<file path="src/rtl/multi_chan_sub_pkg.sv">
// Shared types and helpers for the multi-channel notification checker.
package multi_chan_sub_pkg;

  localparam int unsigned CNT_W = 16;

  typedef enum logic [1:0] {R_NONE, R_PASS, R_FAIL, R_UNEXP} t_result;

  function automatic logic [CNT_W-1:0] sat_add(input logic [CNT_W-1:0] a,
                                               input logic [CNT_W-1:0] b);
    logic [CNT_W:0] sum;
    sum = {1'b0, a} + {1'b0, b};
    return sum[CNT_W] ? {CNT_W{1'b1}} : sum[CNT_W-1:0];
  endfunction

endpackage

</file>
<file path="src/rtl/sub_chan_queue.sv">
// One checker channel: expected-message FIFO, head compare and idle timeout timer.
module sub_chan_queue
  import multi_chan_sub_pkg::*;
#(
  parameter int p_msg_bits = 32,
  parameter int p_depth    = 8,
  parameter int p_timeout  = 64
) (
  input  logic                  clk,
  input  logic                  rst,
  input  logic                  push_i,
  input  logic [p_msg_bits-1:0] push_msg_i,
  input  logic                  val_i,
  input  logic [p_msg_bits-1:0] msg_i,
  output logic                  full_o,
  output logic                  empty_o,
  output t_result               result_o,
  output logic                  timeout_hit_o
);

  localparam int AW = $clog2(p_depth);
  localparam int TW = (p_timeout > 0) ? $clog2(p_timeout + 1) : 1;
  localparam logic [TW-1:0] TO_MAX  = TW'(p_timeout);
  localparam logic [TW-1:0] TO_LAST = TW'((p_timeout > 0) ? p_timeout - 1 : 0);

  logic [p_msg_bits-1:0] mem_q [p_depth];
  logic [AW:0]           wr_ptr_q, wr_ptr_d;
  logic [AW:0]           rd_ptr_q, rd_ptr_d;
  logic [TW-1:0]         timer_q, timer_d;
  logic                  do_push, do_pop;
  logic [p_msg_bits-1:0] head;

  assign empty_o = (wr_ptr_q == rd_ptr_q);
  assign full_o  = (wr_ptr_q[AW] != rd_ptr_q[AW]) &&
                   (wr_ptr_q[AW-1:0] == rd_ptr_q[AW-1:0]);
  assign head    = mem_q[rd_ptr_q[AW-1:0]];
  assign do_push = push_i && !full_o;
  assign do_pop  = val_i && !empty_o;

  always_comb begin
    result_o = R_NONE;
    if (val_i) begin
      if (empty_o)              result_o = R_UNEXP;
      else if (msg_i == head)   result_o = R_PASS;
      else                      result_o = R_FAIL;
    end
  end

  assign wr_ptr_d = do_push ? wr_ptr_q + 1'b1 : wr_ptr_q;
  assign rd_ptr_d = do_pop  ? rd_ptr_q + 1'b1 : rd_ptr_q;

  // Timer saturates at the limit; the hit pulse fires on the edge it gets there.
  always_comb begin
    timer_d = timer_q;
    if (p_timeout == 0 || empty_o || val_i) timer_d = '0;
    else if (timer_q != TO_MAX)             timer_d = timer_q + 1'b1;
  end

  assign timeout_hit_o = (p_timeout != 0) && !empty_o && !val_i && (timer_q == TO_LAST);

  always_ff @(posedge clk or posedge rst) begin
    if (rst) begin
      wr_ptr_q <= '0;
      rd_ptr_q <= '0;
      timer_q  <= '0;
    end else begin
      wr_ptr_q <= wr_ptr_d;
      rd_ptr_q <= rd_ptr_d;
      timer_q  <= timer_d;
    end
  end

  always_ff @(posedge clk) begin
    if (do_push) mem_q[wr_ptr_q[AW-1:0]] <= push_msg_i;
  end

endmodule

</file>
<file path="config.mk">
export PLATFORM = sky130hd
export DESIGN_NAME = sub_chan_queue
export DESIGN_NICKNAME = d
export VERILOG_FILES = /design/src/rtl/multi_chan_sub_pkg.sv /design/src/rtl/sub_chan_queue.sv
export SDC_FILE = /design/constraint.sdc
export NUM_CORES = 1
export LEC_CHECK = 0
export ABC_AREA = 0
export CORE_UTILIZATION = 40
export CTS_BUF_LIST = sky130_fd_sc_hd__clkbuf_8 sky130_fd_sc_hd__clkbuf_16
export DETAILED_ROUTE_END_ITERATION = 8
export GPL_TIMING_DRIVEN = 1
export SYNTH_ARGS = -nofsm -noshare
export SYNTH_HDL_FRONTEND = slang
export SYNTH_SLANG_ARGS = --single-unit
</file>
<file path="constraint.sdc">
create_clock -name clk -period 6.3 [get_ports clk]
set_clock_uncertainty 0.15 [all_clocks]
set_input_delay 0.945 -clock clk [delete_from_list [all_inputs] [get_ports clk]]
set_output_delay 0.945 -clock clk [all_outputs]
set_load 0.05 [all_outputs]
</file>
==> qor.csv <==
metric;value;unit
Diodes inserted;0;
nets;715;
R2R Setup Slk;2.59;ns
DRT Pass-1 Iters;4;
FF-to-FF Start;rd_ptr_q[2]$_DFFE_PP0P_;
Post-Synth XOR/XNOR Area;0.0315;
Worst VDD drop;183;uV
post-synthesis mux area share;0.152;
DR WL/cell;21.5;um
Syn Inst Count;552;
Tmin final;5.34;ns
port buffer count;72;
min-delay src;wr_ptr_q[3]$_DFFE_PP0P_;
FMAX;187;MHz
HP Class;reg -> reg;
CTS resizes;0;
Mapped Avg Cell Area;19.6;um2
share of layout cells above drive strength 1;0.180;
R2R depth;8;
global-route wire length before repair;33400;um
die span in x;167;um
largest net degree at the start of global routing;33;
Leakage;4.36;nW
CTS tree;yes;
Hold-fix buffers, CTS;0;
Synth Cell Area;10800;um2
H-tree Lvls;1;
post-synthesis sequential area ratio;0.743;
CP Data Arrival Time;4.24;ns
Worst path max stage delay;0.82;ns
Overflow after GRT;0;
Vert. Die Dim;167;um
hold slack;0.346;ns
startpoint types;flop;
power density over cell area;440;nW/um2
top cell type by total area after synthesis;edfxtp_1;
total power;5.71;mW
RSZ-0062 raised after global routing;false;
I/O pin count;73;
Critical Path Fanout Max;29;
Max clock buf depth;3;
Starting Density;0.412;
pins over their slew limit;0;
placed standard-cell area;12000;um2
area grow syn2layout;19.5;%
number of buffers created by CTS;28;
crit-path cells;buf_4 > mux4_2 > mux2i_1 > xor2_1 > nand4_1 > nor2_1 > nand4_1 > a21boi_1 > clkdlybuf4s50_1;
Async SR Flop Fraction;0.0554;
total number of vias;5293;
Root Buffer;clkbuf_16;
post-route cell area;13000;um2
Total GRT Usage;0.160;
largest family of logic cells by synthesized area;multiplexers;
setup TNS;0;ns
Hold Violations, Final;0;
DR iter-0 viols;382;
Simple-Gate Fraction of Synth Area;0.0343;
Slew HR;0.426;
die area;27800;um2
row cnt;59;
Tcrit/Tclk final;0.847;
Post-Synth Adder-Cell Area;0.00461;
commonest cells in the netlist;edfxtp_1, mux2i_1, mux4_2;
clk sink count;271;
post-synthesis net count;624;
met2 routed WL;10500;um
top layer in use;met4;
outcome;completed;
HPWL after DPL;12800;um
Met1 Routed Length;9650;um
worst path required time;5.20;ns
vias in the first global route;5673;
Detail Route Antenna Nets;0;
Top FF cell, synth;edfxtp_1;
Synth top area share;0.709;
total wire length;21500;um
area fraction in compound gates after synthesis;0.0193;
maxcap violations;0;
Crit-path slowest cell;dfrtp_4;
synthesis-stage register bit count;271;
most used cell, CP;nand4_1;
DRC Markers;0;
total core area;26400;um2
Worst-Skew Late Latency;0.53;ns
Slew @ Worst Pin;0.859;ns
CTS clock-pin slew for the worst setup and hold paths;0.06;ns
crit path capture type;output pin;
worst setup path startpoint;rd_ptr_q[0]$_DFFE_PP0P_;
WL met3;948;um
Post-CTS Setup Repair Bufs;0;
crit path kind;reg -> out;
initial antenna violation count;0;
count leader, synth;edfxtp_1;
synth unique cells;35;
# setup viols final;0;
FF-to-FF End;mem_q[1][2]$_DFFE_PP_;
Setup crit end;result_o[0];
Synth area leaders;edfxtp_1, mux4_2, mux2i_1, dfrtp_1, xor2_1;
GP Congestion;0.694;
Post-synth EDFFs;256;
Yosys warnings;0;
drt via density;5.29;
-- area by class of cell --
class / count / area (um2)
Multi-Input combinational cell: 251 / 2680
Inverter: 5 / 18.8
Sequential cell: 271 / 8070
Fill cell: 2125 / 13400
Clock inverter: 23 / 211
Timing Repair Buffer: 86 / 838
Tap cell: 335 / 419
Clock buffer: 29 / 726
-- worst min path at each step --
stage	slack, ns	to	depth (start not counted)
finish	0.35	wr_ptr_q[3]$_DFFE_PP0P_	1
global route	0.35	wr_ptr_q[3]$_DFFE_PP0P_	1
CTS	0.35	wr_ptr_q[3]$_DFFE_PP0P_	1
detailed placement	0.34	wr_ptr_q[3]$_DFFE_PP0P_	1
global placement	0.33	wr_ptr_q[3]$_DFFE_PP0P_	1
floorplan	0.31	wr_ptr_q[3]$_DFFE_PP0P_	1
-- where the power goes --
group	internal (mW)	switching [mW]	total (mW)
combinational	0.740	0.830	1.57
sequential	2.28	0.197	2.48
clock	0.996	0.658	1.65
total	4.02	1.68	5.71
-- routing by layer --
metal	vias up	GRT usage
li1	2410	-
met1	2717	0.221
met2	131	0.267
met3	35	0.0245
met4	0	0.0390
met5	-	0
-- layout by cell type, fill, tap and decap left out, types with 6 or more instances in the layout --
| cell | synthesis | layout |
|---|---|---|
| and3_1 | 7 | 7 |
| xnor2_1 | 8 | 8 |
| edfxtp_1 | 256 | 256 |
| clkbuf_16 | 0 | 29 |
| clkinv_2 | 0 | 7 |
| clkinv_1 | 0 | 6 |
| buf_4 | 5 | 13 |
| nor2_4 | 0 | 6 |
| clkdlybuf4s50_1 | 0 | 72 |
| dfrtp_1 | 15 | 12 |
| a21oi_1 | 8 | 8 |
| nand2b_1 | 7 | 7 |
| nand4_1 | 6 | 6 |
| mux4_2 | 48 | 48 |
| nand2_1 | 14 | 14 |
| a22oi_1 | 14 | 14 |
| mux2i_1 | 50 | 50 |
| xor2_1 | 31 | 31 |
| nor2_1 | 18 | 12 |
| inv_1 | 5 | 9 |
-- worst max-delay path: cells and delay by family, from the launching register on --
kind	cells	cell delay (ns)
AOI/OAI and AO/OA	1	0.20
xor gates and xnor gates	1	0.17
buffers and inverters	2	1.15
DFF	1	0.82
muxes	2	0.72
and+or+nand+nor	3	0.64
-- state kept, by name, indices dropped and copies added, names as in the netlist --
signal,flops
timer_q,7
wr_ptr_q,4
rd_ptr_q,4
mem_q,256
-- cell families after synthesis --
family	after synthesis
adders and majority gates	4
AOI/OAI and AO/OA	31
buffers and inverters	30
xor gates and xnor gates	39
and+or+nand+nor	73
muxes	104
DFF	271
-- per-stage QoR --
| stage | setup WS [ns] | instances | util |
|---|---|---|---|
| final | 0.963 | 1000 | 0.492 |
| after global routing | 0.608 | 1000 | 0.492 |
| after CTS | 0.822 | 1000 | 0.492 |
| after detailed placement | 1.40 | 948 | 0.456 |
| after global placement | 1.39 | 948 | 0.456 |
| after floorplan | 2.12 | 552 | - |
Note: power is estimated with default switching activity, not from simulation.
